## src/rtl/mem_pkg.sv

```systemverilog
// Shared definitions for the word-copy engine: default widths, RAM depth and FSM encoding.
package mem_pkg;

    localparam int DATA_W_DEF = 32;
    localparam int ADDR_W_DEF = 5;
    localparam int MEM_DEPTH  = 2 ** ADDR_W_DEF;

    typedef enum logic [1:0] {
        ST_IDLE  = 2'd0,
        ST_READ  = 2'd1,
        ST_WRITE = 2'd2,
        ST_DONE  = 2'd3
    } state_t;

endpackage

```

## src/rtl/mem_copy_engine_if.sv

```systemverilog
// Single-port RAM bus between the copy engine (master) and the RAM (slave).
interface mem_copy_engine_if #(
    parameter int DATA_W = 32,
    parameter int ADDR_W = 5
);

    // ram_cs=1/ram_we=0: read, ram_rdata valid combinationally in the same cycle.
    // ram_cs=1/ram_we=1: ram_wdata written to ram_addr at the rising edge. ram_we implies ram_cs.
    logic              ram_cs;
    logic              ram_we;
    logic [ADDR_W-1:0] ram_addr;
    logic [DATA_W-1:0] ram_wdata;
    logic [DATA_W-1:0] ram_rdata;

    modport master (
        output ram_cs,
        output ram_we,
        output ram_addr,
        output ram_wdata,
        input  ram_rdata
    );

    modport slave (
        input  ram_cs,
        input  ram_we,
        input  ram_addr,
        input  ram_wdata,
        output ram_rdata
    );

endinterface

```

## src/rtl/mem_copy_engine.sv

```systemverilog
// Copies a block of RAM words from a source to a destination address, one word every
// two cycles (read then write), with wrapping pointers, length checking and abort.
module mem_copy_engine
    import mem_pkg::*;
#(
    parameter int DATA_W = DATA_W_DEF,
    parameter int ADDR_W = ADDR_W_DEF
) (
    input  logic              clock,
    input  logic              reset_n,
    input  logic              start,
    input  logic [ADDR_W-1:0] src_addr,
    input  logic [ADDR_W-1:0] dst_addr,
    input  logic [ADDR_W:0]   length,
    input  logic              abort,
    output logic              busy,
    output logic              done,
    output logic              err,
    output logic [ADDR_W:0]   count,
    output state_t            state,
    mem_copy_engine_if.master ram
);

    localparam logic [ADDR_W:0] LEN_MAX = (ADDR_W + 1)'(MEM_DEPTH);
    localparam logic [ADDR_W:0] LEN_ONE = (ADDR_W + 1)'(1);
    localparam logic [ADDR_W:0] LEN_ZERO = '0;

    state_t            state_q;
    state_t            state_d;
    logic [ADDR_W-1:0] src_ptr;
    logic [ADDR_W-1:0] dst_ptr;
    logic [ADDR_W:0]   remaining;
    logic [ADDR_W:0]   count_q;
    logic              err_q;
    logic [DATA_W-1:0] hold_q;

    always_ff @(posedge clock or negedge reset_n) begin
        if (!reset_n) begin
            state_q <= ST_IDLE;
        end else begin
            state_q <= state_d;
        end
    end

    always_comb begin
        state_d       = state_q;
        ram.ram_cs    = 1'b0;
        ram.ram_we    = 1'b0;
        ram.ram_addr  = '0;
        ram.ram_wdata = '0;
        case (state_q)
            ST_IDLE: begin
                if (start) begin
                    if (length == LEN_ZERO || length > LEN_MAX) begin
                        state_d = ST_DONE;
                    end else begin
                        state_d = ST_READ;
                    end
                end
            end
            ST_READ: begin
                ram.ram_cs   = 1'b1;
                ram.ram_addr = src_ptr;
                state_d      = abort ? ST_DONE : ST_WRITE;
            end
            ST_WRITE: begin
                ram.ram_cs    = 1'b1;
                ram.ram_we    = 1'b1;
                ram.ram_addr  = dst_ptr;
                ram.ram_wdata = hold_q;
                // An abort still lets the write at this edge land and be counted.
                state_d = (abort || remaining == LEN_ONE) ? ST_DONE : ST_READ;
            end
            ST_DONE: begin
                state_d = ST_IDLE;
            end
            default: begin
                state_d = ST_IDLE;
            end
        endcase
    end

    always_ff @(posedge clock or negedge reset_n) begin
        if (!reset_n) begin
            src_ptr   <= '0;
            dst_ptr   <= '0;
            remaining <= '0;
            count_q   <= '0;
            err_q     <= 1'b0;
            hold_q    <= '0;
        end else begin
            case (state_q)
                ST_IDLE: begin
                    if (start) begin
                        src_ptr   <= src_addr;
                        dst_ptr   <= dst_addr;
                        remaining <= length;
                        count_q   <= '0;
                        err_q     <= (length > LEN_MAX);
                    end
                end
                ST_READ: begin
                    hold_q <= ram.ram_rdata;
                end
                ST_WRITE: begin
                    // Pointers are ADDR_W bits wide, so the increment wraps at the RAM depth.
                    src_ptr   <= src_ptr + ADDR_W'(1);
                    dst_ptr   <= dst_ptr + ADDR_W'(1);
                    remaining <= remaining - LEN_ONE;
                    count_q   <= count_q + LEN_ONE;
                end
                default: begin
                end
            endcase
        end
    end

    assign busy  = (state_q == ST_READ) || (state_q == ST_WRITE);
    assign done  = (state_q == ST_DONE);
    assign err   = err_q;
    assign count = count_q;
    assign state = state_q;

endmodule

```

## src/flat_wrapper.sv

```systemverilog
// flat-port wrapper written by rule: the top's interface ports become plain ports
module mem_copy_engine_flat import mem_pkg::*;
#(
    parameter int DATA_W = DATA_W_DEF,
    parameter int ADDR_W = ADDR_W_DEF
)
  (clock, reset_n, start, src_addr, dst_addr, length, abort, busy, done, err, count, state, ram_ram_cs, ram_ram_we, ram_ram_addr, ram_ram_wdata, ram_ram_rdata);
  mem_copy_engine_if #(.DATA_W(DATA_W), .ADDR_W(ADDR_W)) ram_i ();
  input  logic clock;
  input  logic reset_n;
  input  logic start;
  input  logic [ADDR_W-1:0] src_addr;
  input  logic [ADDR_W-1:0] dst_addr;
  input  logic [ADDR_W:0] length;
  input  logic abort;
  output logic busy;
  output logic done;
  output logic err;
  output logic [ADDR_W:0] count;
  output state_t state;
  output wire logic [$bits(ram_i.ram_cs)-1:0] ram_ram_cs;
  output wire logic [$bits(ram_i.ram_we)-1:0] ram_ram_we;
  output wire logic [$bits(ram_i.ram_addr)-1:0] ram_ram_addr;
  output wire logic [$bits(ram_i.ram_wdata)-1:0] ram_ram_wdata;
  input wire logic [$bits(ram_i.ram_rdata)-1:0] ram_ram_rdata;
  assign ram_ram_cs = ram_i.ram_cs;
  assign ram_ram_we = ram_i.ram_we;
  assign ram_ram_addr = ram_i.ram_addr;
  assign ram_ram_wdata = ram_i.ram_wdata;
  assign ram_i.ram_rdata = ram_ram_rdata;
  mem_copy_engine #(.DATA_W(DATA_W), .ADDR_W(ADDR_W)) u_core (.clock(clock), .reset_n(reset_n), .start(start), .src_addr(src_addr), .dst_addr(dst_addr), .length(length), .abort(abort), .busy(busy), .done(done), .err(err), .count(count), .state(state), .ram(ram_i));
endmodule
```

## config.mk

```make
export PLATFORM = sky130hd
export DESIGN_NAME = mem_copy_engine_flat
export DESIGN_NICKNAME = d
export VERILOG_FILES = /design/src/rtl/mem_pkg.sv /design/src/rtl/mem_copy_engine_if.sv /design/src/rtl/mem_copy_engine.sv /design/src/flat_wrapper.sv
export SDC_FILE = /design/constraint.sdc
export NUM_CORES = 1
export LEC_CHECK = 0
export BUFFER_PORTS_ARGS = -buffer_cell sky130_fd_sc_hd__clkbuf_2
export CAP_MARGIN = 0
export CORE_MARGIN = 8
export CORE_UTILIZATION = 30
export CTS_BUF_LIST = sky130_fd_sc_hd__clkbuf_16
export CTS_CLUSTER_DIAMETER = 100
export DETAILED_ROUTE_END_ITERATION = 8
export PLACE_DENSITY_LB_ADDON = 0.1
export SLEW_MARGIN = 25
export SYNTH_ARGS = -nofsm -noshare
export SYNTH_HDL_FRONTEND = slang
export SYNTH_SLANG_ARGS = --single-unit
```

## constraint.sdc

```tcl
create_clock -name clock -period 1.84 [get_ports clock]
set_input_delay 0.092 -clock clock [delete_from_list [all_inputs] [get_ports clock]]
set_output_delay 0.092 -clock clock [all_outputs]
set_load 0.05 [all_outputs]
```

==> reports/qor.yml, run 1 <==
cells_and_area:
  fill_cells: 1001
  drive_gt1_share_pct: 48.7
  diodes: 0
  final-seq-area_um2: 1430
  area_growth_pct: 49.3
  final_util_pct: 46.1
  fin_cells: 584
  multi_input_area_um2: 1800
  num-nets-final: 504
timing:
  max_freq_mhz: 560
  timing.final.ws_setup_ns: 0.0556
  layout_min_cycle_time_ns: 1.78
  post-route-period-util_pct: 97.0
  finalSetupViolCount: 0
  finalHoldViolCount: 0
  slew_headroom_pct: 73.8
  drv_slew: 0
  clock_skew_ns: 0.00574
  tightest_slew_ns: 0.389
  setup_tns_ns: 0
  rsz0062_at_grt: "yes"
clock_tree:
  cts.clk_slew.worst_paths_ns: 0.05
  h-tree-depth: 3
  cts_tree: "built"
  cts_sinks: 57
  cts.path.max_buffers: 2
  numCtsBuffers: 9
  root_buffer: "clkbuf_16"
  clkLatencyLatePin_ns: 0.32
synth:
  synthMuxAreaShare_pct: 15.2
  yosysUniqueCellTypes: 47
  syn_nets: 373
  ys_top_cells_by_area: "dfrtp_1, mux2_2, and2_1, ha_1, o21ai_0"
  ys_warn_count: 0
  synth_most_common_cell: "dfrtp_1"
  synth-edff-count: 0
  synth_xor_area_share_pct: 0.273
  synthArstFlopShare_pct: 100
  synth.avg_cell_area_um2: 10.3
  synth-compound-area-share_pct: 14.3
  ys_ff_latch: 57
  ys_seq_area_share_pct: 44.5
  synthAdderAreaFrac_pct: 3.52
  yosys-top-cells-count: "dfrtp_1, mux2_2, and2_1"
  syn_inst: 312
  netlist_area_um2: 3200
  yosys.area.top_type: "dfrtp_1"
  synth_top_area_share_pct: 44.5
  synth_top_family_by_area: "simple AND/OR/NAND/NOR gates"
  yosys.area_share.simple_pct: 18.1
  ys.flop_type: "dfrtp_1"
worst_setup_path:
  path_class: "reg2out"
  worst_path_max_delay_cell: "dfrtp_2"
  crit_fanout: 14
  r2r_start: "u_core.state[0]"
  cp-startpoint: "u_core.state[0]"
  crit_family: "flip-flops"
  endpoint_kind: "primary output"
  crit_buf_inv: 3
  crit_arrival_ns: 1.69
  crit_path_start_kind: "register"
  crit_path_frequent_cell: "buf_12"
  cp_data_required_time_ns: 1.75
  crit_chain: "inv_2, ha_4, buf_12, nand2_2, a21boi_4, buf_12"
  slowest_delay_ns: 0.44
die:
  fp.dieW_um: 119
  initial_core_util_pct: 30.9
  ioPinCount: 102
  coreArea_um2: 10400
  die-area_um2: 14200
  dieHeight_um: 119
  row_count: 37
drt:
  drtIter0Drc: 132
  top_layer: "met4"
  viasPerCell: 4.93
  post_drt_wl_per_cell_um: 16.2
  drt-pass1-iter-count: 4
  wl_met2_mm: 4.56
  drcViolationCount: 0
  vias: 2880
  met1_length_mm: 4.16
  wl_met3_um: 646
  wl_mm: 9.48
  antenna_left: 0
flow_run:
  drv_cap: 0
pwr:
  max-vdd-ir-drop_mv: 0.958
  powerDensity_nw_per_um2: 2140
  leakage_nw: 2.17
hold_path:
  hold_path.class: "in2reg"
  min_from: "ram_ram_rdata[17]"
grt:
  antenna_found_initial: 0
  grt_pass1_vias: 2970
  grt_usage_pct: 13.1
  grt_max_degree: 58
  grt_pass1_wl_mm: 15.2
  grt_overflow: 0
placement:
  gp_congestion: 0.779
  place_ws_ns: 0.117
  place_hpwl_mm: 6.68
  numPortBuffers: 101
  dp.cells: 543
status:
  status: "completed"
-- flip-flops by register name (all words and copies together), names as in the netlist --
| signal | count |
|---|---|
| u_core.count | 6 |
| u_core.dst_ptr | 5 |
| u_core.src_ptr | 5 |
| u_core.remaining | 6 |
| u_core.hold_q | 32 |
| u_core.err | 1 |
| u_core.state | 2 |
-- worst register-to-register path: stages (launching register included) --
cell and delay [ns]:
dfrtp_2 0.44, inv_2 0.11, ha_4 0.24, buf_4 0.20, clkinvlp_4 0.18, a221o_1 0.35, o2bb2ai_1 0.13
-- logic make-up after synthesis --
logic type	Yosys count
AOI/OAI and AO/OA	67
adders and majority gates	9
buffers and inverters	31
muxes	44
DFF	57
and+or+nand+nor	103
xor gates and xnor gates	1
-- final cells by class --
class                   count  area share, %
clock inverters             7          0.628
well taps                 136           3.56
inverters                  10          0.864
clock buffers               9           4.71
multi-input cells         224           37.7
repair buffers            141           22.6
flip-flops and latches     57           29.9
-- stage by stage --
stage,area [um2],hold WS [ns],power (mW)
global placement,4130,0.138,8.39
CTS,4670,0.00131,10.1
floorplan,3330,-0.204,6.84
detailed placement,4130,0.137,8.45
finish,4780,0.0133,10.2
global route,4780,0.00723,10.9
-- worst paths after layout --
path,to,cells after the start,slack (ns)
max,ram_ram_addr[0],6,0.06
min,u_core.hold_q[17],2,0.01
max reg2reg,u_core.remaining[3],6,0.08
min reg2reg,u_core.err,2,0.48
max in group asynchronous,u_core.state[1],3,1.24
min in group asynchronous,u_core.hold_q[10],3,0.33
-- what timing repair did --
action / 4_1_cts / 5_1_grt
gates resized for setup: 16 / 48
setup endpoints to repair: 32 / 37
endpoints found under the hold margin: 78 / 0
hold buffers: 22 / 0
cloned: 0 / 1
buffers inserted: 1 / 1
-- cell usage in the layout, fill, tap and decap left out, types with 3 or more instances in the layout --
| cell | instances |
|---|---|
| o21ai_0 | 22 |
| and2_2 | 12 |
| clkbuf_4 | 25 |
| a22oi_1 | 4 |
| nand2_1 | 16 |
| clkbuf_16 | 10 |
| ha_1 | 6 |
| dlygate4sd3_1 | 22 |
| buf_2 | 6 |
| clkbuf_2 | 64 |
| nor3_1 | 5 |
| nor2b_1 | 3 |
| nor3b_1 | 5 |
| or3_1 | 4 |
| buf_4 | 13 |
| nand3_1 | 9 |
| or4_1 | 3 |
| and3_1 | 3 |
| clkinv_2 | 3 |
| dfrtp_1 | 55 |
| nor2_1 | 9 |
| o221ai_1 | 3 |
| o211a_1 | 3 |
| a31oi_1 | 3 |
| a22oi_2 | 3 |
| mux2i_1 | 8 |
| o211ai_1 | 3 |
| a21oi_1 | 6 |
| nor2b_4 | 4 |
| o31ai_1 | 3 |
| and2_4 | 20 |
| inv_1 | 9 |
| mux2_2 | 35 |
| buf_12 | 10 |
-- where the power goes --
part	switching (mW)	total [mW]	internal (mW)
combinational	3.63	6.31	2.68
clock	0.559	1.44	0.882
sequential	0.558	2.45	1.90
-- layer usage --
| layer | GRT usage (%) | up-vias |
|---|---|---|
| met5 | 0 | - |
| met4 | 4.22 | 0 |
| met3 | 5.05 | 11 |
| met2 | 21.4 | 83 |
| met1 | 15.6 | 1401 |
| li1 | - | 1385 |
No activity file was read; power rests on OpenSTA's default activity.
==> inputs of run 2 (changes only) <==
Settings changed: CORE_UTILIZATION 30 to 45, MAX_ROUTING_LAYER set to met4.
==> reports/qor.yml, run 2 (synthesized netlist as in run 1, its figures left out) <==
drt:
  viasPerCell: 5.33  # +8.0%
  drt-pass1-iter-count: 4  # unchanged
  drtIter0Drc: 105  # -20%
  antenna_left: 0  # unchanged
  post_drt_wl_per_cell_um: 16.2  # -0.43%
  drcViolationCount: 0  # unchanged
  vias: 2856  # -0.83%
  wl_mm: 8.67  # -8.6%
cells_and_area:
  final_util_pct: 67.9  # +22 points
  drive_gt1_share_pct: 48.9  # +0.20 points
  multi_input_area_um2: 1790  # -0.55%
  largest_reg_flops: 32  # unchanged
  mostFrequentLayoutCells: "clkbuf_2, dfrtp_1, mux2_2"
  final_common_cell: "clkbuf_2"
  diodes: 0  # unchanged
  area_growth_pct: 44.9
  fin_cells: 536  # -8.2%
  fill_cells: 541  # -46%
  final-seq-area_um2: 1430  # unchanged
  num-nets-final: 496  # -1.6%
  max_flop_register: "u_core.hold_q"
die:
  fp.dieW_um: 100  # -16%
  row_count: 30  # -19%
  dieHeight_um: 100  # -16%
  ioPinCount: 102  # unchanged
  die-area_um2: 10100  # -29%
  coreArea_um2: 6830  # -34%
  initial_core_util_pct: 46.9  # +16 points
worst_setup_path:
  cp-startpoint: "u_core.state[0]"
  r2r_cells: 7  # +1
  path_class: "reg2out"
  worst_path_max_delay_cell: "dfrtp_2"
  r2r_start: "u_core.state[0]"
  crit_chain: "inv_2, ha_4, bufbuf_16, a22oi_2, nor2b_4, buf_12"
  crit_buf_inv: 3  # unchanged
  slowest_delay_ns: 0.44  # about the same
  crit_arrival_ns: 1.72  # +0.03 ns
  crit_fanout: 21  # +7
  rrSetupSlack_ns: 0.13  # +0.05 ns
  crit_path_start_kind: "register"
  endpoint_kind: "primary output"
  crit_family: "buffers and inverters"
  rr_endpoint: "u_core.remaining[3]"
  cp_data_required_time_ns: 1.75  # about the same
clock_tree:
  h-tree-depth: 3  # unchanged
  numCtsBuffers: 9  # unchanged
  cts.clk_slew.worst_paths_ns: 0.05  # about the same
  root_buffer: "clkbuf_16"
  cts.path.max_buffers: 2  # unchanged
  cts_sinks: 57  # unchanged
  clkLatencyLatePin_ns: 0.32  # about the same
  cts_tree: "built"
status:
  status: "completed"
timing:
  tightest_slew_ns: 0.369  # -0.0197 ns
  max_freq_mhz: 551  # -1.7%
  finalSetupViolCount: 0  # unchanged
  post-route-period-util_pct: 98.6  # +1.7 points
  drv_slew: 0  # unchanged
  rsz0062_at_grt: "yes"
  clock_skew_ns: 0.00520  # -0.000543 ns
  slew_headroom_pct: 75.2  # +1.3 points
  layout_min_cycle_time_ns: 1.82  # +0.0306 ns
  finalHoldViolCount: 0  # unchanged
grt:
  grt_pass1_vias: 2930  # -1.3%
  grt_overflow: 0  # unchanged
  grt_use_met1_pct: 23.7  # +8.0 points
  grt_usage_pct: 18.6  # +5.5 points
  grt_use_met3_pct: 5.33  # +0.27 points
  grt_max_degree: 58  # unchanged
  antenna_found_initial: 0  # unchanged
  grt_pass1_wl_mm: 14.5  # -4.5%
  busiest_layer: "met2"
  use_met2_pct: 28.1  # +6.6 points
placement:
  dp.cells: 501  # -7.7%
  place_hpwl_mm: 6.10  # -8.7%
  gp_congestion: 0.856  # +9.9%
  numPortBuffers: 101  # unchanged
pwr:
  powerDensity_nw_per_um2: 2220  # +3.8%
  max-vdd-ir-drop_mv: 0.926  # -3.3%
  leakage_nw: 2.14  # -1.1%
hold_path:
  hold_depth: 2  # unchanged
  min_from: "ram_ram_rdata[15]"
  hold_path.class: "in2reg"
  whs_endpoint: "u_core.hold_q[15]"
flow_run:
  drv_cap: 0  # unchanged
[run 2: changes by cell type in the layout (fill, tap and decap cells not counted), sizes merged]
| cell | delta |
|---|---|
| dlygate4sd3 | -9 |
| bufbuf | +1 |
| bufinv | +1 |
| clkbuf | -7 |
| inv | -1 |
| buf | +7 |
[run 2: through the flow]
step / hold WS, ns / cell area, um2 / setup WS [ns] / TNS, ns / power, mW
final: 0.00373 / 4640 / 0.0250 / 0 / 10.3
after global routing: 0.00320 / 4640 / -0.0375 / -0.101 / 10.9
after CTS: 0.000179 / 4570 / 0.0132 / 0 / 10.2
after detailed placement: 0.125 / 4070 / 0.154 / 0 / 8.37
after global placement: 0.127 / 4070 / 0.196 / 0 / 8.28
after floorplan: -0.204 / 3330 / -0.0628 / -0.193 / 6.84
[run 2: worst max path at each step]
stage | endpoint | depth (start not counted)
6_report | ram_ram_addr[1] | 6
5_1_grt | ram_ram_addr[1] | 6
4_1_cts | ram_ram_addr[1] | 6
3_5_place_dp | u_core.count[5] | 5
3_3_place_gp | u_core.count[5] | 5
2_1_floorplan | u_core.count[5] | 6
[run 2: layout make-up]
class,count,area share [%]
clock buffer,9,4.85
clock inverter,7,1.16
sequential,57,30.8
multi-input combinational,224,38.7
tap,96,2.59
timing repair buffer,133,21.1
inverter,10,0.889
[run 2: where the power goes]
part	switching, mW	internal (mW)	total [mW]
Combinational	3.62	2.66	6.28
Sequential	0.559	1.90	2.45
Clock	0.542	1.02	1.56
[run 2: metal layers]
layer	part of all wire, %	up-vias
li1	-	1372
met1	46	1389
met2	47	86
met3	6.1	9
met4	1.0	0
met5	0	-
[run 2: worst register-to-register path, stage by stage, from the launching register on]
cell and delay [ns]:
dfrtp_2 0.44, inv_2 0.10, ha_4 0.18, buf_4 0.14, buf_4 0.12, clkinvlp_4 0.15
a221o_1 0.34, o2bb2ai_1 0.12
[run 2: repair_timing]
| action | in CTS | in global routing |
|---|---|---|
| endpoints found under the hold margin | 68 | 1 |
| resized for setup | 14 | 26 |
| cloned | 1 | 0 |
| hold buffers | 12 | 1 |
| buffers inserted | 4 | 1 |
| endpoints found under the setup margin | 31 | 21 |
| pin swaps | 0 | 0 |
==> inputs of run 3 (changes only) <==
Settings changed: BUFFER_PORTS_ARGS -buffer_cell sky130_fd_sc_hd__clkbuf_2 to -buffer_cell sky130_fd_sc_hd__buf_2.
==> reports/qor.yml, run 3 (synthesized netlist as in run 1, its figures left out) <==
status:
  status: "completed"
drt:
  viasPerCell: 5.27  # -1.1%
  vias: 2783  # -2.6%
  wl_mm: 8.20  # -5.4%
  drtIter0Drc: 114  # +8.6%
  post_drt_wl_per_cell_um: 15.5  # -4.0%
  drcViolationCount: 0  # unchanged
  drt-pass1-iter-count: 4  # unchanged
  antenna_left: 0  # unchanged
pwr:
  p_total_mw: 9.76  # -5.2%
  leakage_nw: 2.06  # -3.6%
  max-vdd-ir-drop_mv: 1.04  # +12%
  powerDensity_nw_per_um2: 2200  # -0.93%
cells_and_area:
  drive_gt1_share_pct: 49.5  # +0.67 points
  final_common_cell: "buf_2"
  multi_input_area_um2: 1780  # -0.91%
  largest_reg_flops: 32  # unchanged
  area_growth_pct: 38.7
  final-seq-area_um2: 1430  # unchanged
  max_flop_register: "u_core.hold_q"
  num-nets-final: 488  # -1.6%
  fill_cells: 588  # +8.7%
  mostFrequentLayoutCells: "buf_2, dfrtp_1, mux2_2"
  fin_cells: 528  # -1.5%
  diodes: 0  # unchanged
die:
  ioPinCount: 102  # unchanged
  dieHeight_um: 100  # unchanged
  row_count: 30  # unchanged
  fp.dieW_um: 100  # unchanged
  coreArea_um2: 6830  # unchanged
  initial_core_util_pct: 46.9  # unchanged
  die-area_um2: 10100  # unchanged
clock_tree:
  cts_tree: "built"
  numCtsBuffers: 9  # unchanged
  cts_sinks: 57  # unchanged
  cts.clk_slew.worst_paths_ns: 0.05  # about the same
  h-tree-depth: 3  # unchanged
  cts.path.max_buffers: 2  # unchanged
  root_buffer: "clkbuf_16"
  clkLatencyLatePin_ns: 0.32  # about the same
worst_setup_path:
  crit_path_start_kind: "register"
  crit_fanout: 13  # -38%
  path_class: "reg2out"
  crit_arrival_ns: 1.69  # -0.03 ns
  r2r_cells: 6  # -1
  endpoint_kind: "primary output"
  cp_data_required_time_ns: 1.75  # about the same
grt:
  grt_max_degree: 33  # -43%
  grt_overflow: 0  # unchanged
  antenna_found_initial: 0  # unchanged
  grt_pass1_wl_mm: 13.5  # -6.9%
  grt_usage_pct: 17.1  # -1.6 points
  grt_pass1_vias: 2829  # -3.4%
timing:
  layout_min_cycle_time_ns: 1.78  # -0.0364 ns
  rsz0062_at_grt: "yes"
  post-route-period-util_pct: 96.7  # -2.0 points
  max_freq_mhz: 562  # +2.0%
  drv_slew: 0  # unchanged
  slew_headroom_pct: 68.3  # -6.8 points
  finalHoldViolCount: 0  # unchanged
  tightest_slew_ns: 0.475  # +0.106 ns
  clock_skew_ns: 0.00640  # +0.00120 ns
  finalSetupViolCount: 0  # unchanged
hold_path:
  hold_depth: 2  # unchanged
  hold_path.class: "in2reg"
placement:
  gp_congestion: 0.815  # -4.9%
  place_hpwl_mm: 6.15  # +0.95%
  numPortBuffers: 101  # unchanged
  dp.cells: 503  # +0.40%
flow_run:
  drv_cap: 0  # unchanged
==> run 3: cell types whose count changed in the layout (fill, tap and decap cells not counted), sizes merged <==
cell	before	now
clkinv	5	4
clkbuf	92	20
bufinv	1	0
bufbuf	1	0
dlygate4sd3	13	7
clkinvlp	1	3
buf	36	107
==> run 3: power breakdown <==
group / total, mW / leakage (nW) / internal (mW) / switching (mW)
Clock: 1.48 / 0.128 / 0.905 / 0.575
Sequential: 2.44 / 0.671 / 1.90 / 0.543
Combinational: 5.84 / 1.27 / 2.35 / 3.50
Total: 9.76 / 2.06 / 5.14 / 4.62
==> run 3: critical path, stage by stage, from the launching register on <==
cell and delay (ns):
dfrtp_2 0.43, inv_2 0.10, ha_4 0.22, buf_6 0.17, nand2_1 0.11, a21boi_4 0.16, buf_6 0.17
==> run 3: routing by layer <==
metal	track usage, %	vias to the layer above	routed length [um]
li1	-	1357	-
met1	21.7	1339	3800
met2	26.2	79	3760
met3	3.94	8	549
met4	5.58	0	82
met5	-	-	0
==> run 3: what timing repair did <==
item                                   in CTS  in global routing
pin swaps                                   0                  0
gates resized for setup                     8                 17
setup endpoints to repair                  31                 40
gates cloned                                0                  0
endpoints found under the hold margin      24                  0
hold buffers                                7                  0
setup buffers                               0                  2
==> run 3: worst paths after layout <==
check                                       to              from  slack [ns]
setup / recovery               ram_ram_addr[0]   u_core.state[0]        0.06
hold / removal                u_core.hold_q[2]  ram_ram_rdata[2]       0.002
setup reg to reg           u_core.remaining[3]   u_core.state[0]        0.08
hold reg to reg                     u_core.err        u_core.err        0.47
max in group asynchronous    u_core.hold_q[27]           reset_n        1.04
min in group asynchronous    u_core.hold_q[17]           reset_n        0.26
==> run 3: per-stage QoR <==
stage,setup TNS [ns],worst slack (ns),hold slack (ns),area (um2),utilization (%)
global placement,0,0.193,0.0793,4010,58.7
floorplan,-0.193,-0.0628,-0.204,3330,-
finish,0,0.0614,0.00180,4440,65.0
global route,-0.0758,-0.0234,0.00581,4440,65.0
detailed placement,0,0.144,0.0722,4010,58.7
CTS,-0.00952,-0.00504,0.000106,4370,64.0
==> run 3: layout make-up <==
| class | instances | area share (%) |
|---|---|---|
| multi-input combinational | 224 | 40.0 |
| sequential | 57 | 32.2 |
| timing repair buffer | 125 | 18.2 |
| clock buffer | 9 | 5.07 |
| tap | 96 | 2.70 |
| clock inverter | 7 | 1.04 |
| inverter | 10 | 0.845 |
